[src/rtl/rx_block_fifo.sv]
// Word-to-block staging FIFO: collects WORD_W-bit words and releases them
// WORDS_PER_BLOCK at a time as one wide block, first word in the top bits.
module rx_block_fifo #(
    parameter int WORD_W          = 32,
    parameter int WORDS_PER_BLOCK = 4,
    parameter int BLOCK_DEPTH     = 1
) (
    input  logic                                clk,
    input  logic                                n_rst,
    input  logic                                write_en,
    input  logic [WORD_W-1:0]                   data_in,
    input  logic                                read_en,
    output logic [WORD_W*WORDS_PER_BLOCK-1:0]   data_out,
    output logic                                fifo_empty,
    output logic                                fifo_full
);

    localparam int TOTAL   = BLOCK_DEPTH * WORDS_PER_BLOCK;
    localparam int PTR_W   = (TOTAL > 1) ? $clog2(TOTAL) : 1;
    localparam int CNT_W   = $clog2(TOTAL + 1);
    localparam int BLOCK_W = WORD_W * WORDS_PER_BLOCK;

    localparam logic [PTR_W-1:0] LAST_WORD  = PTR_W'(TOTAL - 1);
    localparam logic [PTR_W-1:0] LAST_BLOCK = PTR_W'(TOTAL - WORDS_PER_BLOCK);
    localparam logic [PTR_W-1:0] BLOCK_STEP = PTR_W'(WORDS_PER_BLOCK);
    localparam logic [CNT_W-1:0] CNT_TOTAL  = CNT_W'(TOTAL);
    localparam logic [CNT_W-1:0] CNT_BLOCK  = CNT_W'(WORDS_PER_BLOCK);

    logic [WORD_W-1:0]  mem [TOTAL];
    logic [PTR_W-1:0]   wr_ptr;
    logic [PTR_W-1:0]   rd_ptr;
    logic [CNT_W-1:0]   count;

    logic               write_ok;
    logic               read_ok;
    logic [PTR_W-1:0]   wr_ptr_next;
    logic [PTR_W-1:0]   rd_ptr_next;
    logic [CNT_W-1:0]   count_next;
    logic [BLOCK_W-1:0] read_block;

    // Both strobes are qualified against the pre-edge occupancy, so a read
    // in the same cycle never makes room for a write that arrived while full.
    assign write_ok = write_en && !fifo_full;
    assign read_ok  = read_en && (count >= CNT_BLOCK);

    // Pointers wrap explicitly so depths that are not powers of two work.
    always_comb begin
        wr_ptr_next = wr_ptr;
        rd_ptr_next = rd_ptr;
        count_next  = count;
        if (write_ok) begin
            wr_ptr_next = (wr_ptr == LAST_WORD) ? '0 : wr_ptr + PTR_W'(1);
        end
        if (read_ok) begin
            rd_ptr_next = (rd_ptr == LAST_BLOCK) ? '0 : rd_ptr + BLOCK_STEP;
        end
        case ({write_ok, read_ok})
            2'b10:   count_next = count + CNT_W'(1);
            2'b01:   count_next = count - CNT_BLOCK;
            2'b11:   count_next = count + CNT_W'(1) - CNT_BLOCK;
            default: count_next = count;
        endcase
    end

    // Oldest word of the block lands in the most significant slice.
    always_comb begin
        read_block = '0;
        for (int i = 0; i < WORDS_PER_BLOCK; i++) begin
            read_block[(WORDS_PER_BLOCK-1-i)*WORD_W +: WORD_W] = mem[rd_ptr + PTR_W'(i)];
        end
    end

    always_ff @(posedge clk) begin
        if (write_ok) begin
            mem[wr_ptr] <= data_in;
        end
    end

    // Flags are registered from the next count so they never glitch.
    always_ff @(posedge clk) begin
        if (n_rst) begin
            wr_ptr     <= '0;
            rd_ptr     <= '0;
            count      <= '0;
            data_out   <= '0;
            fifo_empty <= 1'b1;
            fifo_full  <= 1'b0;
        end else begin
            wr_ptr     <= wr_ptr_next;
            rd_ptr     <= rd_ptr_next;
            count      <= count_next;
            fifo_empty <= (count_next == '0);
            fifo_full  <= (count_next == CNT_TOTAL);
            if (read_ok) begin
                data_out <= read_block;
            end
        end
    end

endmodule

[config.mk]
export PLATFORM = sky130hd
export DESIGN_NAME = rx_block_fifo
export DESIGN_NICKNAME = d
export VERILOG_FILES = /design/src/rtl/rx_block_fifo.sv
export SDC_FILE = /design/constraint.sdc
export NUM_CORES = 1
export LEC_CHECK = 0
export ABC_AREA = 0
export ABC_CLOCK_PERIOD_IN_PS = 4700
export CORE_UTILIZATION = 55
export DETAILED_ROUTE_END_ITERATION = 6
export PLACE_DENSITY = 0.85
export SYNTH_ARGS = -nofsm -noshare
export SYNTH_HDL_FRONTEND = slang
export SYNTH_SLANG_ARGS = --single-unit
[constraint.sdc]
create_clock -name clk -period 4.7 [get_ports clk]
set_clock_uncertainty 0.15 [all_clocks]
set_input_delay 0.47 -clock clk [delete_from_list [all_inputs] [get_ports clk]]
set_output_delay 0.47 -clock clk [all_outputs]
set_load 0.02 [all_outputs]
# --- Word level (Yosys, flattened, before mapping) ---
# Memories as Yosys holds them, arrays and structs flattened. A register that Yosys moved wholly into a read port is not among the register bits.
# Index checks and enable logic that the tools add are counted.
totals:
  register_bits: 7
  mem_count: 1
  input_bits: 36
  out_inout_bits: 130
  ram_bits: 128
  word_cells: 23
mem_list:
  columns: ["name", "depth", "width", "rd", "rd_ports_with_merged_regs", "write_ports", "line_no", "text"]
  rows:
  - ["mem", 4, 32, 4, 4, 1, "29", "logic [WORD_W-1:0] mem [TOTAL];"]
classes:
  n_lt_le_gt_ge: 1
  muxes: 4
  n_eq_ne: 5
  add_sub_neg: 4
  reduce_logical: 4
ops:
  columns: ["op", "n"]
  rows:
  - ["$pmux W3 S3", 1]
  - ["$eq A2 B2 Y1 const B", 3]
  - ["$sub A3 B3 Y3 const B", 2]
  - ["$add A3 B1 Y3 const B", 1]
  - ["$eq A3 B3 Y1 const B", 1]
  - ["$ge A3 B3 Y1 const B", 1]
  - ["$logic_not A3 Y1", 1]
  - ["$add A2 B1 Y2 const B", 1]
  - ["$eq A2 B1 Y1 const B", 1]
  - ["$logic_and A1 B1 Y1", 2]
  - ["$mux W1", 2]
  - ["$mux W2", 1]
  - ["$logic_not A1 Y1", 1]

# --- Depth between registers and ports, before layout ---
# Gate-level depths: netlist of the first run.
depth:
  word_depth: 5
  depth_mapped: 5
  ltp_nobuf: 4

# --- Worst setup path before layout of the first run ---
# No wires, ideal clock.
synth_timing:
  path_kind: "input-to-reg"
  startpoint: "input write_en"
  endpoint: "memory mem[3][0], enable pin"
  arrival_ns: 1.567
  setup_slack_ns: 2.591
  t_required_ns: 4.158
  setup_ns: 0.392
  cell_stages: 3
  path_cell_list: "nor2b_1 > buf_6 > and2_1"
synth_between:
  elab_chain_len: 3
synth_lines:
  columns: ["element", "line_no", "text"]
  rows:
  - ["start, declared", "10", "input logic write_en,"]
  - ["$logic_and A1 B1 Y1", "43", "assign write_ok = write_en && !fifo_full;"]
  - ["$mux W1", "74", "if (write_ok) begin"]
  - ["$mux W1 (implied by the code)", "75", "mem[wr_ptr] <= data_in;"]
  - ["end, declared", "29", null]
# Every way passes these cells.

# --- Final worst setup path of the first run ---
layout_timing:
  startpoint: "input write_en"
  endpoint: "memory mem[2][17], enable pin"
# The elaborated chain is that of the path after synthesis.

==> impl_metrics.json, run 1 <==
{
  "status": "complete, no violations",
  "ys_types": 26,
  "first_global_vias": 5550,
  "drc": 0,
  "clk_latency_ns": 0.50,
  "grt_pass1_wl_um": 28000,
  "antenna_found_initial": 0,
  "critical_path_class": "in -> reg",
  "routed_wl_um": 18100,
  "drt_first_pass_iters": 5,
  "fmax_mhz": 399,
  "grt_usage_pct": 21.9,
  "cts_setup_buffers": 0,
  "synthCells": 722,
  "drt_iter0_markers": 400,
  "drive_above_1_share_pct": 8.98,
  "finalCriticalPeriod_ns": 2.50,
  "ant_nets": 0,
  "fp-row-count": 46,
  "cp.arrival_ns": 2.48,
  "worst_slew_pin_slew_ns": 0.933,
  "p_leak_nw": 3.61,
  "critPathMaxStageDelay_ns": 0.88,
  "grt_overflow": 0,
  "end_kind": "flip-flop",
  "cts_made_buffers": 25,
  "crit_fanout": 32,
  "synth.most_common_cell": "nand2_1",
  "worstPathBufferInverterCount": 1,
  "async_flop_share_pct": 0,
  "avgSynthCellArea_um2": 12.3,
  "seqPwrFrac_pct": 54.8,
  "relSlewSlack_pct": 37.8,
  "synth_top_area_share_pct": 43.3,
  "start_kind": "primary input",
  "finalMaxSlewViolations": 0,
  "core-area_um2": 15800,
  "syn-num-nets": 763,
  "finalSetupViolCount": 0,
  "peakVddDrop_mv": 0.240,
  "synth_commonest_cells": "257 x nand2_1, 135 x dfxtp_1, 128 x edfxtp_1",
  "die_w_um": 129,
  "p_sw_mw": 0.910,
  "cts_tree": "built",
  "clkPwrFrac_pct": 42.1,
  "area.growth.synth_to_final_pct": 26.8,
  "synth_edf_count": 128,
  "syn_area_um2": 8870,
  "p_total_mw": 4.53,
  "rsz0062_at_grt": "no",
  "vias": 5709,
  "htree_levels": 1,
  "tns_ns": 0,
  "utilization_pct": 71.1,
  "switching_share_pct": 20.1,
  "start_util_pct": 56.0,
  "combPwrFrac_pct": 3.1,
  "routabilityCongestion": 0.743,
  "ys.warnings.count": 0,
  "hold_buffers": 0,
  "num_antenna_cells": 0,
  "power_density_nw_per_um2": 403,
  "period_share_pct": 53.3,
  "worstPathCellList": "clkdlybuf4s50_1 > nor2b_1 > and2_2",
  "synth_top_area_cell": "edfxtp_1",
  "hpwl_um": 11100,
  "portBuffers": 165,
  "cts-root-buf": "clkbuf_16",
  "cap_violations": 0,
  "critical-path-top-delay-family": "simple AND/OR/NAND/NOR gates",
  "fp.dieH_um": 129,
  "required_ns": 4.67,
  "hold_viol": 0,
  "synth_area_leaders": "edfxtp_1 43%, dfxtp_1 30%, nand2_1 11%",
  "synthFlopType": "dfxtp_1",
  "clkSlewWorstSetupHoldPaths_ns": 0.06,
  "dieArea_um2": 16600,
  "io_pins": 166,
  "clock-sinks": 263,
  "vias_per_cell": 5.16,
  "setup_ws_ns": 2.20,
  "ys_ff_latch": 263,
  "seq_area_frac_synth_pct": 73.8,
  "min-delay-path-class": "reg -> reg",
  "nNetsFinal": 915,
  "grt_max_degree": 89,
  "ctsResizeCount": 0,
  "nFillCells": 1056,
  "wl_per_cell_um": 16.4,
  "slowest_stage": "and2_2",
  "dp_slack_ns": 1.68,
  "cts_buffer_depth": 3,
  "internal-power_mw": 3.62
}
-- routing by layer --
metal	GRT usage, %	part of all wire, %	vias to the layer above
met4	6.78	1.8	0
met3	3.91	6.0	25
li1	-	-	2736
met1	27.7	41	2769
met2	38.3	51	179
met5	0	0	-
-- layout by cell type (no fill, tap or decap), drive strengths merged, types with 5 or more instances in the layout --
master and count:
clkbuf 31, nand2 257, nor2 6, buf 5
clkinv 7, edfxtp 128, clkdlybuf4s50 164, ha 5
a21oi 128, and2 5, dfxtp 135
-- logic make-up after synthesis --
family	after synthesis	share of synthesized area (%)
simple gates	273	12.0
flops	263	73.8
compound gates	130	8.72
buf+inv	46	4.25
fa+ha+maj	5	0.705
mux	3	0.339
xor+xnor	2	0.197
-- flip-flops by register name (all words and copies together), names as in the netlist --
name / count
mem: 128
fifo_empty: 1
data_out: 128
wr_ptr: 2
count: 3
fifo_full: 1
-- worst register-to-register path, delay by kind of cell, from the launching register on --
family,cells,cell delay [ns]
flops,1,0.33
simple gates,2,1.44
-- metrics by stage --
stage / hold WS (ns) / area, µm² / std cells
floorplan: 0.321 / 8870 / 722
global placement: 0.293 / 10500 / 1063
detailed placement: 0.297 / 10500 / 1063
CTS: 0.305 / 11200 / 1107
global route: 0.322 / 11200 / 1107
finish: 0.303 / 11200 / 1107
-- layout make-up --
cell class	instances	area, µm²	area share (%)
clock inverters	13	126	1.12
repair buffers	169	1680	14.9
well taps	216	270	2.40
multi-input cells	413	1960	17.4
flip-flops and latches	263	6550	58.2
clock buffers	31	658	5.85
inverters	2	7.51	0.0667
-- power groups by stage --
stage                     Combinational [mW]  Clock [mW]  Sequential, mW
final                                  0.143        1.91            2.48
after global routing                   0.154        2.03            2.48
after CTS                              0.144        1.94            2.48
after detailed placement               0.144           0            2.53
after global placement                 0.139           0            2.53
after floorplan                       0.0646           0            2.53
-- path summary, 6_finish.rpt --
kind,from,end,slack (ns),depth (start not counted)
max,write_en,mem[2][17]$_DFFE_PP_,2.20,3
min,data_out[36]$_SDFFE_PP0P_,data_out[36]$_SDFFE_PP0P_,0.30,2
max reg2reg,fifo_full$_SDFF_PP0_,mem[2][17]$_DFFE_PP_,2.36,2
min reg2reg,data_out[36]$_SDFFE_PP0P_,data_out[36]$_SDFFE_PP0P_,0.30,2
Note: power is estimated with default switching activity, not from simulation.
==> run 2: changes to the inputs <==
--- a/config.mk
+++ b/config.mk
@@ -6,10 +6,10 @@
 export NUM_CORES = 1
 export LEC_CHECK = 0
 export ABC_AREA = 0
-export ABC_CLOCK_PERIOD_IN_PS = 4700
-export CORE_UTILIZATION = 55
+export ABC_CLOCK_PERIOD_IN_PS = 2100
+export CORE_UTILIZATION = 46
 export DETAILED_ROUTE_END_ITERATION = 6
-export PLACE_DENSITY = 0.85
+export PLACE_DENSITY = 0.76
 export SYNTH_ARGS = -nofsm -noshare
 export SYNTH_HDL_FRONTEND = slang
 export SYNTH_SLANG_ARGS = --single-unit
==> constraint.sdc (replaced) <==
create_clock -name clk -period 2.1 [get_ports clk]
set_clock_uncertainty 0.15 [all_clocks]
set_input_delay 0.21 -clock clk [delete_from_list [all_inputs] [get_ports clk]]
set_output_delay 0.21 -clock clk [all_outputs]
set_load 0.02 [all_outputs]
==> run 2 against run 1 <==
  * Total power is 140% higher
  * Utilization shrank 8.6 points
  * Register-to-register slack got worse by 1.8 ns
==> impl_metrics.json, run 2 (synthesis results as in run 1) <==
{
  "critPathLaunch": "data_out[102]$_SDFFE_PP0P_",
  "seqCellArea_um2": 6550,
  "portBuffers": 165,
  "antenna_found_initial": 0,
  "ctsResizeCount": 0,
  "ant_nets": 0,
  "io_pins": 166,
  "critical_path_class": "reg -> out",
  "grt_pass1_wl_um": 29600,
  "area.growth.synth_to_final_pct": 32.5,
  "nFillCells": 1437,
  "core-area_um2": 18800,
  "min-delay-path-class": "in -> reg",
  "num_antenna_cells": 0,
  "cts_tree": "built",
  "drive_above_1_share_pct": 10.6,
  "cap_violations": 0,
  "setup_ws_ns": 0.220,
  "tns_ns": 0,
  "end_kind": "output pin",
  "grt_max_degree": 56,
  "rsz0062_at_grt": "no",
  "drt_first_pass_iters": 4,
  "multi_input_area_um2": 1960,
  "worstPathCellList": "clkdlybuf4s50_1",
  "reg2regPathDepth": 4,
  "wl_per_cell_um": 16.0,
  "wl_met3_um": 1130,
  "drt-met1-wl_um": 8340,
  "first_global_vias": 5557,
  "fp-row-count": 50,
  "final_cell_mix": "256 x nand2_1, 164 x clkdlybuf4s50_1, 135 x dfxtp_1",
  "worstPathBufferInverterCount": 1,
  "hpwl_um": 12000,
  "combPwrFrac_pct": 3.4,
  "cts_buffer_depth": 3,
  "clock-sinks": 263,
  "r2r-end": "mem[3][2]$_DFFE_PP_",
  "dp.cells": 1123,
  "relSlewSlack_pct": 68.6,
  "finalMaxSlewViolations": 0,
  "start_kind": "flip-flop",
  "drc": 0,
  "fmax_mhz": 532,
  "r2r_slack_ns": 0.59,
  "clkSlewWorstSetupHoldPaths_ns": 0.06,
  "status": "complete, no violations",
  "vias": 5686,
  "start_util_pct": 47.1,
  "seqPwrFrac_pct": 51.3,
  "dp_slack_ns": 0.170,
  "top_regs": "data_out (128), mem (128), count (3)",
  "vias_per_cell": 4.86,
  "layout_commonest_cell": "nand2_1",
  "crit_path_end": "data_out[102]",
  "wl_met2_um": 8860,
  "cts_made_buffers": 27,
  "critical-path-top-delay-family": "buffers and inverters",
  "dieArea_um2": 19800,
  "fp.dieH_um": 141,
  "routabilityCongestion": 0.794,
  "nNetsFinal": 934,
  "cp.depth": 1,
  "peakVddDrop_mv": 0.618,
  "clkPwrFrac_pct": 45.3,
  "p_sw_mw": 2.10,
  "rr_startpoint": "fifo_full$_SDFF_PP0_",
  "power_density_nw_per_um2": 922,
  "crit_fanout": 2,
  "p_leak_nw": 3.82,
  "period_share_pct": 89.5,
  "critPathMaxStageDelay_ns": 0.63,
  "hold_viol": 0,
  "die_w_um": 141,
  "finalSetupViolCount": 0,
  "utilization_pct": 62.4,
  "grt_overflow": 0,
  "p_total_mw": 10.8,
  "clk_latency_ns": 0.52,
  "cp.arrival_ns": 1.52,
  "worst_slew_pin_slew_ns": 0.471,
  "internal-power_mw": 8.74,
  "drt_iter0_markers": 311,
  "switching_share_pct": 19.4,
  "top_layer": "met4",
  "post_layout_nonfiller_instances": 1171,
  "grt_usage_pct": 19.1,
  "cts-root-buf": "clkbuf_16",
  "finalCriticalPeriod_ns": 1.88,
  "required_ns": 1.74,
  "routed_wl_um": 18700,
  "slowest_stage": "clkdlybuf4s50_1",
  "htree_levels": 1
}
run 2: changes by cell type in the layout (fill, tap and decap cells not counted):
cell and delta:
buf_12 +15, buf_4 +1, bufinv_16 +3, clkbuf_1 +1, clkbuf_16 +2, clkbuf_8 +2, clkinv_1 +1, clkinv_2 -3
clkinvlp_4 -2, dlygate4sd3_1 +1, inv_8 -1
run 2: final cells by class:
| class | count | area share [%] |
|---|---|---|
| Inverter | 2 | 0.0639 |
| Multi-Input combinational cell | 413 | 16.7 |
| Clock buffer | 36 | 6.29 |
| Clock inverter | 11 | 1.52 |
| Sequential cell | 263 | 55.7 |
| Timing Repair Buffer | 186 | 17.0 |
| Tap cell | 260 | 2.77 |
run 2: metrics by stage:
stage / hold WS, ns / area [µm²]
after detailed placement: 0.296 / 10800
after floorplan: 0.159 / 8870
after global placement: 0.291 / 10800
final: 0.196 / 11800
after global routing: 0.188 / 11800
after CTS: 0.167 / 11800
run 2: how the worst min path moves through the flow:
stage / cells past startpoint / to / start
after global placement: 2 / data_out[57]$_SDFFE_PP0P_ / data_out[57]$_SDFFE_PP0P_
after CTS: 1 / mem[1][17]$_DFFE_PP_ / data_in[17]
after detailed placement: 2 / data_out[48]$_SDFFE_PP0P_ / data_out[48]$_SDFFE_PP0P_
after global routing: 1 / mem[0][2]$_DFFE_PP_ / data_in[2]
after floorplan: 0 / mem[0][0]$_DFFE_PP_ / data_in[0]
final: 1 / mem[2][2]$_DFFE_PP_ / data_in[2]
run 2: repair_timing:
action,4_1_cts,5_1_grt
endpoints found under the setup margin,0,0
endpoints found under the hold margin,18,0
buffers inserted,0,0
hold buffers,1,0
run 2: power groups by stage:
stage / sequential [mW] / clock (mW) / combinational, mW
6_report: 5.55 / 4.91 / 0.373
5_1_grt: 5.56 / 5.22 / 0.402
4_1_cts: 5.55 / 5.01 / 0.378
3_5_place_dp: 5.66 / 0 / 0.374
3_3_place_gp: 5.66 / 0 / 0.366
2_1_floorplan: 5.67 / 0 / 0.145
run 2: routing by layer:
| metal | up-vias | global-route usage [%] |
|---|---|---|
| li1 | 2777 | - |
| met1 | 2689 | 26.1 |
| met2 | 188 | 31.1 |
| met3 | 32 | 4.11 |
| met4 | 0 | 4.98 |
| met5 | - | 0 |
